$ cat config.mk
export PLATFORM = sky130hd
export DESIGN_NAME = ex_stage
export DESIGN_NICKNAME = d
export VERILOG_FILES = /design/src/rtl/ex_stage_pkg.sv /design/src/rtl/ex_alu.sv /design/src/rtl/ex_stage.sv
export SDC_FILE = /design/constraint.sdc
export NUM_CORES = 1
export LEC_CHECK = 0
export CAP_MARGIN = 40
export CORE_UTILIZATION = 54
export CTS_CLUSTER_DIAMETER = 150
export DETAILED_ROUTE_END_ITERATION = 12
export PLACE_DENSITY = 0.83
export SETUP_SLACK_MARGIN = 0.5
export SLEW_MARGIN = 20
export SYNTH_ARGS = -nofsm -noshare
export SYNTH_HDL_FRONTEND = slang
export SYNTH_SLANG_ARGS = --single-unit
$ cat constraint.sdc
create_clock -name clock -period 6.56 [get_ports clock]
set_input_delay 1.312 -clock clock [delete_from_list [all_inputs] [get_ports clock]]
set_output_delay 1.312 -clock clock [all_outputs]
set_load 0.05 [all_outputs]
$ cat src/rtl/ex_stage_pkg.sv
// Shared definitions for the execute stage: opcode map, run-state value, opcode classes.
// Defining EX_OVF_FLAG_EN enables the signed-overflow flag (vf) and the BV/BNV branches.
package ex_stage_pkg;

  localparam int DATA_W = 16;
  localparam logic EXEC = 1'b1;

  typedef enum logic [4:0] {
    OP_NOP   = 5'd0,
    OP_HALT  = 5'd1,
    OP_LOAD  = 5'd2,
    OP_STORE = 5'd3,
    OP_LDIH  = 5'd4,
    OP_ADD   = 5'd5,
    OP_ADDI  = 5'd6,
    OP_ADDC  = 5'd7,
    OP_SUB   = 5'd8,
    OP_SUBI  = 5'd9,
    OP_SUBC  = 5'd10,
    OP_CMP   = 5'd11,
    OP_AND   = 5'd12,
    OP_OR    = 5'd13,
    OP_XOR   = 5'd14,
    OP_SLL   = 5'd15,
    OP_SRL   = 5'd16,
    OP_SLA   = 5'd17,
    OP_SRA   = 5'd18,
    OP_JUMP  = 5'd19,
    OP_JMPR  = 5'd20,
    OP_BZ    = 5'd21,
    OP_BNZ   = 5'd22,
    OP_BN    = 5'd23,
    OP_BNN   = 5'd24,
    OP_BC    = 5'd25,
    OP_BNC   = 5'd26,
    OP_BV    = 5'd27,
    OP_BNV   = 5'd28
  } opcode_t;

  function automatic opcode_t decode_op(input logic [DATA_W-1:0] ir);
    return opcode_t'(ir[15:11]);
  endfunction

  function automatic logic is_add_op(input opcode_t op);
    return (op == OP_ADD) || (op == OP_ADDI) || (op == OP_ADDC);
  endfunction

  function automatic logic is_sub_op(input opcode_t op);
    return (op == OP_SUB) || (op == OP_SUBI) || (op == OP_SUBC) || (op == OP_CMP);
  endfunction

  function automatic logic is_logic_op(input opcode_t op);
    return (op == OP_AND) || (op == OP_OR) || (op == OP_XOR);
  endfunction

  function automatic logic is_shift_op(input opcode_t op);
    return (op == OP_SLL) || (op == OP_SRL) || (op == OP_SLA) || (op == OP_SRA);
  endfunction

  function automatic logic sets_flags(input opcode_t op);
    return is_add_op(op) || is_sub_op(op) || is_logic_op(op) || is_shift_op(op);
  endfunction

endpackage

$ cat src/rtl/ex_alu.sv
// Combinational 16-bit ALU of the execute stage: result, carry/borrow and signed overflow.
// The carry-in is consumed only by ADDC and SUBC.
module ex_alu
  import ex_stage_pkg::*;
(
  input  logic [4:0]  op,
  input  logic [15:0] a,
  input  logic [15:0] b,
  input  logic        cin,
  output logic [15:0] result,
  output logic        cout,
  output logic        ovf
);

  opcode_t            opc;
  logic               add_cin;
  logic               sub_bin;
  logic [16:0]        sum;
  logic [16:0]        diff;
  logic               add_ovf;
  logic               sub_ovf;
  logic [3:0]         amt;
  logic [16:0]        sll_full;
  logic [16:0]        srl_full;
  logic signed [16:0] sra_in;
  logic signed [16:0] sra_full;
  logic [14:0]        sla_body;
  logic [3:0]         sla_idx;
  logic               sla_out;

  assign opc     = opcode_t'(op);
  assign add_cin = (opc == OP_ADDC) ? cin : 1'b0;
  assign sub_bin = (opc == OP_SUBC) ? cin : 1'b0;
  assign sum     = {1'b0, a} + {1'b0, b} + {16'd0, add_cin};
  assign diff    = {1'b0, a} - {1'b0, b} - {16'd0, sub_bin};
  assign add_ovf = (a[15] == b[15]) && (sum[15] != a[15]);
  assign sub_ovf = (a[15] != b[15]) && (diff[15] != a[15]);

  // Shifters carry one guard bit so the last bit shifted out lands in cout (0 for amount 0)
  assign amt      = b[3:0];
  assign sll_full = {1'b0, a} << amt;
  assign srl_full = {a, 1'b0} >> amt;
  assign sra_in   = {a, 1'b0};
  assign sra_full = sra_in >>> amt;
  assign sla_body = a[14:0] << amt;
  assign sla_idx  = 4'd15 - amt;
  assign sla_out  = (amt == 4'd0) ? 1'b0 : a[sla_idx];

  always_comb begin
    result = '0;
    cout   = 1'b0;
    ovf    = 1'b0;
    case (opc)
      OP_ADD, OP_ADDI, OP_ADDC: begin
        result = sum[15:0];
        cout   = sum[16];
        ovf    = add_ovf;
      end
      OP_LOAD, OP_STORE, OP_LDIH, OP_JMPR,
      OP_BZ, OP_BNZ, OP_BN, OP_BNN, OP_BC, OP_BNC, OP_BV, OP_BNV: begin
        result = sum[15:0];
      end
      OP_SUB, OP_SUBI, OP_SUBC, OP_CMP: begin
        result = diff[15:0];
        cout   = diff[16];
        ovf    = sub_ovf;
      end
      OP_AND: result = a & b;
      OP_OR:  result = a | b;
      OP_XOR: result = a ^ b;
      OP_SLL: begin
        result = sll_full[15:0];
        cout   = sll_full[16];
      end
      OP_SRL: begin
        result = srl_full[16:1];
        cout   = srl_full[0];
      end
      OP_SLA: begin
        result = {a[15], sla_body};
        cout   = sla_out;
      end
      OP_SRA: begin
        result = sra_full[16:1];
        cout   = sra_full[0];
      end
      OP_JUMP: result = b;
      default: begin
        result = '0;
        cout   = 1'b0;
        ovf    = 1'b0;
      end
    endcase
  end

endmodule

$ cat src/rtl/ex_stage.sv
// Execute stage: ALU, zero/negative/carry flags, branch resolution and the EX/MEM latch.
// Defining EX_OVF_FLAG_EN adds the vf overflow flag output and the BV/BNV branches.
module ex_stage
  import ex_stage_pkg::*;
(
  input  logic        clock,
  input  logic        reset,
  input  logic        state,
  input  logic [15:0] ex_ir,
  input  logic [15:0] reg_A,
  input  logic [15:0] reg_B,
  input  logic [15:0] smdr,
  output logic [15:0] mem_ir,
  output logic [15:0] reg_C,
  output logic [15:0] smdr1,
  output logic        dw,
  output logic        zf,
  output logic        nf,
  output logic        cf,
`ifdef EX_OVF_FLAG_EN
  output logic        vf,
`endif
  output logic        branch_taken,
  output logic [15:0] branch_target
);

  opcode_t     op;
  logic        run;
  logic [15:0] alu_result;
  logic        alu_cout;
  logic        alu_ovf;
  logic        cond;

  assign op  = decode_op(ex_ir);
  assign run = (state == EXEC);

  ex_alu u_alu (
    .op     (ex_ir[15:11]),
    .a      (reg_A),
    .b      (reg_B),
    .cin    (cf),
    .result (alu_result),
    .cout   (alu_cout),
    .ovf    (alu_ovf)
  );

`ifndef EX_OVF_FLAG_EN
  logic ovf_unused;
  assign ovf_unused = alu_ovf;
`endif

  // Branch conditions look at the flags registered by the previous instruction
  always_comb begin
    cond = 1'b0;
    case (op)
      OP_BZ:            cond = zf;
      OP_BNZ:           cond = !zf;
      OP_BN:            cond = nf;
      OP_BNN:           cond = !nf;
      OP_BC:            cond = cf;
      OP_BNC:           cond = !cf;
`ifdef EX_OVF_FLAG_EN
      OP_BV:            cond = vf;
      OP_BNV:           cond = !vf;
`endif
      OP_JUMP, OP_JMPR: cond = 1'b1;
      default:          cond = 1'b0;
    endcase
  end

  assign branch_taken  = run && cond;
  assign branch_target = alu_result;

  // EX/MEM boundary
  always_ff @(posedge clock or negedge reset) begin
    if (!reset) begin
      mem_ir <= '0;
      reg_C  <= '0;
      smdr1  <= '0;
      dw     <= 1'b0;
      zf     <= 1'b0;
      nf     <= 1'b0;
      cf     <= 1'b0;
    end else if (run) begin
      mem_ir <= ex_ir;
      reg_C  <= alu_result;
      smdr1  <= smdr;
      dw     <= (op == OP_STORE);
      if (sets_flags(op)) begin
        zf <= (alu_result == 16'd0);
        nf <= alu_result[15];
        cf <= alu_cout;
      end
    end
  end

`ifdef EX_OVF_FLAG_EN
  always_ff @(posedge clock or negedge reset) begin
    if (!reset) begin
      vf <= 1'b0;
    end else if (run && sets_flags(op)) begin
      vf <= alu_ovf;
    end
  end
`endif

endmodule

# Word-level counts from Yosys, hierarchy flattened
# Cells that the tools add are included.
[word_totals] in_bits=67 ff_bits=52
[classes] n_bitwise=3 n_eq_ne=27 mux=8 order_cmp=1 addsub=5 n_shift=4 n_reduce_logical=24
[op_table] op="one-hot mux 16 bit (10 select lines)" count=1
[op_table] op="equality test 5 bit, second input constant" count=13
[op_table] op="equality test 5 x 4 -> 1 bit, second input constant" count=8
[op_table] op="equality test 5 x 3 -> 1 bit, second input constant" count=4
[op_table] op="adder 16 x 16 -> 17 bit" count=1
[op_table] op="adder 17 x 1 -> 17 bit" count=1
[op_table] op="<< shifter 16 x 4 -> 17 bit" count=1
[op_table] op=">> shifter 17 x 4 -> 17 bit" count=1
[op_table] op=">>> shifter 17 x 4 -> 17 bit" count=1
[op_table] op="subtractor 16 x 16 -> 17 bit" count=1
[op_table] op="subtractor 17 x 1 -> 17 bit" count=1
[op_table] op="bitwise AND 16 bit" count=1
[op_table] op="zero test 16 bit" count=1
[op_table] op="OR 16 bit" count=1
[op_table] op="bitwise XOR 16 bit" count=1
[op_table] op="OR reduction 15 bit" count=1
[op_table] op="<< shifter 15 x 4 -> 15 bit" count=1
[op_table] op="logical OR 1 bit" count=13
[op_table] op="equality test 5 x 2 -> 1 bit, second input constant" count=2
[op_table] op="one-hot mux 1 bit (7 select lines)" count=1
[op_table] op="one-hot mux 1 bit (6 select lines)" count=1
[op_table] op="< comparator 4 x 5 -> 1 bit, second input constant" count=1
[op_table] op="binary-select mux 1 bit (select 4 bit)" count=1
[op_table] op="zero test 4 bit" count=1
[op_table] op="8 further kinds" count=13

# Longest topological paths before layout
# Gate-level depths: netlist of the first run.
[logic_depth] depth_word=8 depth_mapped=16

# Cells and area by module
# From an unflattened synthesis of the first run, not the netlist that was laid out.
[unflattened] hier_cells=789 area_unflattened_um2=6688.9
[by_module_without_submodules] module="ex_alu" area_each_um2=4603.2 instances=1 cells_per_inst=649
[by_module_without_submodules] module="ex_stage" area_each_um2=2085.8 instances=1 cells_per_inst=140

# Worst setup path before layout of the first run
# No wires, ideal clock.
[synth_path] path_type="input-to-output" startpoint="input ex_ir[14]" endpoint="output branch_target[12]" arrival_ns=4.968 path_stages=13 setup_slack_ns=0.280 path_buffers=2 required_time_ns=5.248 path_cell_list="buf_2 > clkbuf_1 > nor3b_1 > nand3_1 > fa_1 > fa_1 > nor2b_1 > o2111ai_1 > and3b_1 > o211a_1 > a21oi_1 > mux2i_1 > o21ai_0"
[synth_between] elab_chain_cells=4 elab_cells_between_ends=34 cone_classes="2 x add/sub; 27 x eq/ne; 3 x mux; 2 x reduce/logical"
[synth_rtl] element="start: declaration" line_no="ex_stage.sv:9" text="input logic [15:0] ex_ir,"
[synth_rtl] element="equality test 5 x 4 -> 1 bit or equality test 5 x 3 -> 1 bit (tied branches)" line_no="ex_alu.sv:33, ex_alu.sv:53, ex_alu.sv:32"
[synth_rtl] element="2-to-1 mux 1 bit, on equally long branches" line_no="ex_alu.sv:33, ex_alu.sv:32"
[synth_rtl] element="subtractor 17 x 1 -> 17 bit or adder 17 x 1 -> 17 bit (tied branches)" line_no="ex_alu.sv:35, ex_alu.sv:34"
[synth_rtl] element="one-hot mux 16 bit (10 select lines) *" line_no="ex_alu.sv:53" text="case (opc)"
[synth_rtl] element="end: declaration" line_no="ex_stage.sv:24" text="output logic [15:0] branch_target"
# Mark *: on every way between the ends. The rest lies on a longest branch, timed or not.

# Final worst setup path of the first run
[layout_path] startpoint="input reg_B[6]" endpoint="output branch_target[14]"
[layout_between] elab_chain_cells=3 elab_cells_between_ends=5 cone_classes="4 x add/sub; 1 x mux"
[layout_rtl] element="start: declaration" line_no="ex_stage.sv:11" text="input logic [15:0] reg_B,"
[layout_rtl] element="subtractor 16 x 16 -> 17 bit or adder 16 x 16 -> 17 bit (tied branches)" line_no="ex_alu.sv:35, ex_alu.sv:34"
[layout_rtl] element="subtractor 17 x 1 -> 17 bit or adder 17 x 1 -> 17 bit (tied branches)" line_no="ex_alu.sv:35, ex_alu.sv:34"
[layout_rtl] element="one-hot mux 16 bit (10 select lines) *" line_no="ex_alu.sv:53"
# Marks and branches as above.

==> results of run 1 <==
==> sequential cells by signal, indices dropped and copies added, names as in the netlist <==
name / flops
cf: 1
zf: 1
mem_ir: 16
smdr1: 16
nf: 1
reg_C: 16
dw: 1
==> power by group <==
| group | switching [mW] | total [mW] | internal [mW] | leakage (nW) |
|---|---|---|---|---|
| registers | 0.0248 | 0.390 | 0.365 | 0.620 |
| logic | 0.643 | 1.05 | 0.406 | 3.18 |
| clock network | 0.118 | 0.270 | 0.152 | 0.0701 |
| total | 0.786 | 1.71 | 0.923 | 3.87 |
==> final cells by class <==
type / count / area [um2] / share of cell area [%]
Clock buffer: 7 / 143 / 1.59
Timing Repair Buffer: 185 / 1770 / 19.7
Multi-Input combinational cell: 639 / 5290 / 59.1
Inverter: 61 / 229 / 2.56
Clock inverter: 1 / 7.51 / 0.0838
Sequential cell: 52 / 1300 / 14.5
Tap cell: 172 / 215 / 2.40
==> layer usage <==
layer	vias to the layer above	part of all wire [%]	global-route usage, %
met5	-	0	0
met4	0	4.8	13.4
met3	108	11	7.73
met2	536	45	57.5
met1	3514	39	50.1
li1	3318	-	-
==> what timing repair did <==
| item | CTS | global route |
|---|---|---|
| hold buffers | 0 | 0 |
| gates resized for setup | 12 | 14 |
| pin swaps | 4 | 11 |
| setup endpoints to repair | 7 | 7 |
| endpoints found under the hold margin | 0 | 0 |
| setup buffers | 2 | 5 |
==> cell families after synthesis <==
logic type / Yosys count / synth area share [%]
DFF: 52 / 18.4
buffers and inverters: 121 / 7.78
adders and majority gates: 67 / 12.3
AOI/OAI and AO/OA: 214 / 21.9
xor gates and xnor gates: 24 / 2.98
and+or+nand+nor: 228 / 16.5
muxes: 106 / 20.1
==> path summary, 6_finish.rpt <==
path / endpoint / startpoint / depth (start not counted)
setup / recovery: branch_target[14] / reg_B[6] / 12
hold / removal: mem_ir[1]$_DFFE_PN0P_ / mem_ir[1]$_DFFE_PN0P_ / 1
setup reg to reg: zf$_DFFE_PN0P_ / cf$_DFFE_PN0P_ / 12
hold reg to reg: mem_ir[1]$_DFFE_PN0P_ / mem_ir[1]$_DFFE_PN0P_ / 1
max in group asynchronous: reg_C[0]$_DFFE_PN0P_ / reset / 2
min in group asynchronous: smdr1[10]$_DFFE_PN0P_ / reset / 2
==> through the flow <==
step	std cells	setup WS (ns)	hold slack (ns)	cell area, um2
floorplan	812	0.612	0.773	7060
global placement	1101	0.240	0.487	8650
detailed placement	1102	0.148	0.495	8660
CTS	1112	0.487	0.510	8870
global route	1117	0.479	0.518	8950
finish	1117	0.578	0.504	8950
==> synthesized netlist by cell type, types with 7 or more instances <==
master     number  share of area [%]
a21o_1          7               0.74
a21oi_1        45                3.2
a221oi_1        7               0.87
a22oi_1         9               0.96
a31oi_1        11               0.98
buf_2          26                1.8
buf_6           7                1.1
clkbuf_1       19                1.0
dfrtp_1        52                 18
ha_1           63                 11
inv_1          59                3.1
mux2_2         48                7.7
mux2i_1        34                4.8
mux4_2         17                5.4
nand2_1        54                2.9
nand2b_1       12                1.1
nand3_1        24                1.7
nand4_1        13                1.2
nor2_1         51                2.7
nor2b_1         9               0.80
nor3_1         15                1.1
o2111ai_1       7               0.87
o211ai_1       18                1.9
o21a_1          8               0.85
o21ai_0        25                1.8
o22ai_1        13                1.2
xnor2_1        13                1.6
xor2_1         11                1.4
==> flow_summary.yaml, run 1 <==
outcome:
  outcome: "finished clean"
critical_path:
  critical_path_arrival_ns: 4.67
  path_class: "input pin to primary output"
  slowest_stage: "clkdlybuf4s50_1"
  cpMostUsedCell: "ha_1"
  cp-start-kind: "input pin"
  cp-end-kind: "primary output"
  max_stage_delay_ns: 0.54
  critPathTopFamily: "compound AO/OA/AOI/OAI gates"
  r2r_setup_slack_ns: 2.57
  crit_fanout: 7
  cp_num_buf_inv: 3
  crit_chain: "clkdlybuf4s50_1 > inv_1 > ha_1 > ha_1 > nand4_1 > a21oi_1 > nor3b_2 > o21ai_1 > xor2_1 > a211oi_1 > nand2_1 > buf_12"
  crit_required_ns: 5.25
routing:
  via_count: 7476
  detail_route.wl_per_cell_um: 22.5
  routed_wl_um: 25200
  first_pass_iters: 7
  drcViolationCount: 0
  drt-vias-per-instance: 6.69
  postRouteAntennaNets: 0
  drt_iter0_markers: 1103
sta:
  rsz0062_at_grt: "no"
  tns_ns: 0
  relSlewSlack_pct: 46.8
  slew_viol_final: 0
  hold_viol: 0
  min_period_ns: 5.98
  tightest_slew_ns: 0.798
  fin_skew_ns: 0.00457
  fmaxAchievable_mhz: 167
  setup_viol: 0
  fin_crit_sh_pct: 91.2
finish:
  fillers: 989
  syn_to_final_growth_pct: 26.9
  drive_above_1_share_pct: 18.5
  final_nets: 1078
  diodes: 0
  final_cell_mix: "clkdlybuf4s50_1 (109), ha_1 (63), inv_1 (59)"
  layout_commonest_cell: "clkdlybuf4s50_1"
  utilization_pct: 70.7
global_routing:
  grt_pass1_wl_um: 38000
  grt_overflow: 0
  grt_use_total_pct: 36.8
  grt_pass1_vias: 6810
  antenna_found_initial: 0
  grt_max_degree: 60
floorplan:
  num_rows: 41
  die_y_um: 116
  io_pins: 136
  die_x_um: 116
  die_area_um2: 13500
  start_util_pct: 55.7
  core_area_um2: 12700
clock_network:
  clk_latency_ns: 0.29
  clk_pin_slew_ns: 0.07
  cts_buffers: 5
  clockBufferDepth: 2
  h-tree-depth: 2
  cts_tree: "done"
  cts_root_buf: "clkbuf_16"
  clock_sinks: 52
synth:
  synthFlopType: "dfrtp_1"
  synth_edf_count: 0
  ys_ff_latch: 52
  yosysSeqAreaShare_pct: 18.4
  syn_nets: 946
  ys_async_sr_fraction_pct: 100
  synth-warning-count: 0
  ys_types: 83
  syn_avg_cell_area_um2: 8.69
  syn_inst: 812
  syn-cell-area_um2: 7060
job:
  maxCapViolCount: 0
placed_design:
  place_congestion: 1.03
  io_buffers: 135
  dpl.hpwl_um: 19100
hold_path:
  hp-class: "register to register"
power_and_ir_drop:
  power.density_nw_per_um2: 191
  p_leak_nw: 3.87
  irDropWorstVdd_mv: 0.176
  power_mw: 1.71
Power figures use the tool's default switching activity.
==> run 2, diff against run 1 <==
Settings changed: ABC_CLOCK_PERIOD_IN_PS from default to 6560, GPL_TIMING_DRIVEN from default to 0.
==> flow_summary.yaml, run 2 (synthesized netlist as in run 1, its figures left out) <==
placed_design:
  placed_area_um2: 8610
  io_buffers: 133
  placed_cells: 1118
  dpl.hpwl_um: 21800
  dp_slack_ns: -1.47
  place_congestion: 1.03
critical_path:
  crit_chain: "clkdlybuf4s50_1 > clkbuf_4 > inv_1 > ha_4 > ha_1 > o21a_1 > a21oi_4 > o211ai_1 > buf_4 > a311oi_2 > xor2_1 > nor2_1 > a211o_1 > buf_6"
  path_class: "input pin to primary output"
  timing.rr.end: "zf$_DFFE_PN0P_"
  slowest_stage: "clkdlybuf4s50_1"
  critPathTopFamily: "buffers and inverters"
  crit-reg2reg-launch: "cf$_DFFE_PN0P_"
  reg2regPathDepth: 12
  crit_required_ns: 5.25
  cp.depth: 14
  cp-startpoint: "reg_A[8]"
  cp_num_buf_inv: 5
  cp-start-kind: "input pin"
  crit_fanout: 10
  cp-end-kind: "primary output"
  max_stage_delay_ns: 0.50
  r2r_setup_slack_ns: 2.60
  critical_path_arrival_ns: 4.68
power_and_ir_drop:
  power.density_nw_per_um2: 186
  power.switching_mw: 0.811
  p_seq_share_pct: 23.0
  clockPowerShare_pct: 14.8
  irDropWorstVdd_mv: 0.206
  internal_power_mw: 0.896
  power_mw: 1.71
  p_leak_nw: 3.98
  p_sw_share_pct: 47.5
  p_comb_share_pct: 62.2
global_routing:
  grt_overflow: 0
  grt_pass1_wl_um: 41900
  grt_max_degree: 53
  antenna_found_initial: 0
  grt_use_total_pct: 41.8
  grt_pass1_vias: 7192
job:
  maxCapViolCount: 0
floorplan:
  die_y_um: 116
  core_area_um2: 12700
  num_rows: 41
  io_pins: 136
  die_area_um2: 13500
  die_x_um: 116
  start_util_pct: 55.7
routing:
  detail_route.wl_per_cell_um: 25.0
  first_pass_iters: 6
  drt-vias-per-instance: 6.75
  drcViolationCount: 0
  drt_iter0_markers: 1297
  postRouteAntennaNets: 0
  routed_wl_um: 28800
  via_count: 7769
finish:
  fin_cells: 1151
  drive_above_1_share_pct: 20.0
  layout_commonest_cell: "clkdlybuf4s50_1"
  reg_top3: "mem_ir x16, reg_C x16, smdr1 x16"
  final_nets: 1113
  final_area_um2: 9190
  diodes: 0
  final_cell_mix: "clkdlybuf4s50_1 (105), inv_1 (59), ha_1 (59)"
  fillers: 993
  syn_to_final_growth_pct: 30.2
clock_network:
  clockBufferDepth: 2
  h-tree-depth: 2
  clk_pin_slew_ns: 0.07
  cts_buffers: 5
  clock_sinks: 52
  cts_root_buf: "clkbuf_16"
  clk_latency_ns: 0.29
  cts_tree: "done"
sta:
  fin_crit_sh_pct: 91.4
  min_period_ns: 5.99
  hold_viol: 0
  slew_viol_final: 0
  rsz0062_at_grt: "yes"
  fin_skew_ns: 0.00474
  tightest_slew_ns: 0.866
  relSlewSlack_pct: 42.1
  holdWs_ns: 0.505
  setup_slack_ns: 0.565
  fmaxAchievable_mhz: 167
  setup_viol: 0
outcome:
  outcome: "finished clean"
hold_path:
  hp-class: "register to register"
  hold-path-endpoint: "mem_ir[8]$_DFFE_PN0P_"
  min_from: "mem_ir[8]$_DFFE_PN0P_"
  holdPathStages: 1
run 2: cell types whose count changed in the layout (fill, tap and decap cells not counted), moves of 5 or more:
| cell | change |
|---|---|
| clkbuf_1 | +14 |
| buf_2 | +16 |
| clkbuf_2 | +5 |
| buf_12 | -7 |
| buf_6 | +13 |
| dlygate4sd2_1 | +6 |
| buf_4 | -27 |
run 2: metrics by stage:
stage | TNS [ns] | util, %
after detailed placement | -12.11 | 68.0
after global routing | 0 | 72.5
after CTS | 0 | 71.0
after floorplan | 0 | -
after global placement | -12.16 | 67.9
final | 0 | 72.5
run 2: cell type report:
type | count | area [um2] | area share (%)
inverter | 61 | 231 | 2.52
clock inverter | 2 | 12.5 | 0.136
timing repair buffer | 160 | 1520 | 16.6
tap | 172 | 215 | 2.34
buffer | 60 | 393 | 4.28
multi-input combinational | 639 | 5390 | 58.6
clock buffer | 5 | 125 | 1.36
sequential | 52 | 1300 | 14.2
run 2: power by group through the flow:
stage	clock network (mW)	logic, mW	registers (mW)
after floorplan	0	0.485	0.553
after global placement	0	0.971	0.392
after detailed placement	0	0.980	0.396
after CTS	0.254	1.01	0.391
after global routing	0.267	1.10	0.396
final	0.253	1.06	0.392
run 2: metal layers:
| layer | track usage [%] | up-vias | routed length (um) | part of all wire, % |
|---|---|---|---|---|
| met5 | 0 | - | 0 | 0 |
| met4 | 13.8 | 0 | 1210 | 4.2 |
| met3 | 12.0 | 107 | 3750 | 13 |
| met2 | 62.6 | 595 | 12600 | 44 |
| met1 | 57.6 | 3697 | 11300 | 39 |
| li1 | - | 3370 | - | - |
run 2: how the worst max path moves through the flow:
| stage | to | slack, ns |
|---|---|---|
| floorplan | branch_target[13] | 0.61 |
| global placement | branch_target[13] | -1.40 |
| detailed placement | branch_target[13] | -1.47 |
| CTS | branch_target[13] | 0.47 |
| global route | branch_target[13] | 0.43 |
| finish | branch_target[15] | 0.57 |
run 2: repair_timing:
item,in CTS,in global routing
gates resized for setup,104,38
hold buffers,0,0
endpoints found under the setup margin,16,14
pin swaps,11,12
setup buffers,11,14
run 2: worst register-to-register path: stages (launching register included):
cell       delay (ns)
dfrtp_1          0.50
nand3_4          0.14
fa_1             0.43
ha_1             0.34
a211oi_4         0.25
xnor2_1          0.16
a221oi_2         0.24
o2111ai_1        0.14
a2111o_1         0.46
nor4_1           0.45
nand4_1          0.20
nor4_1           0.36
a32o_1           0.24
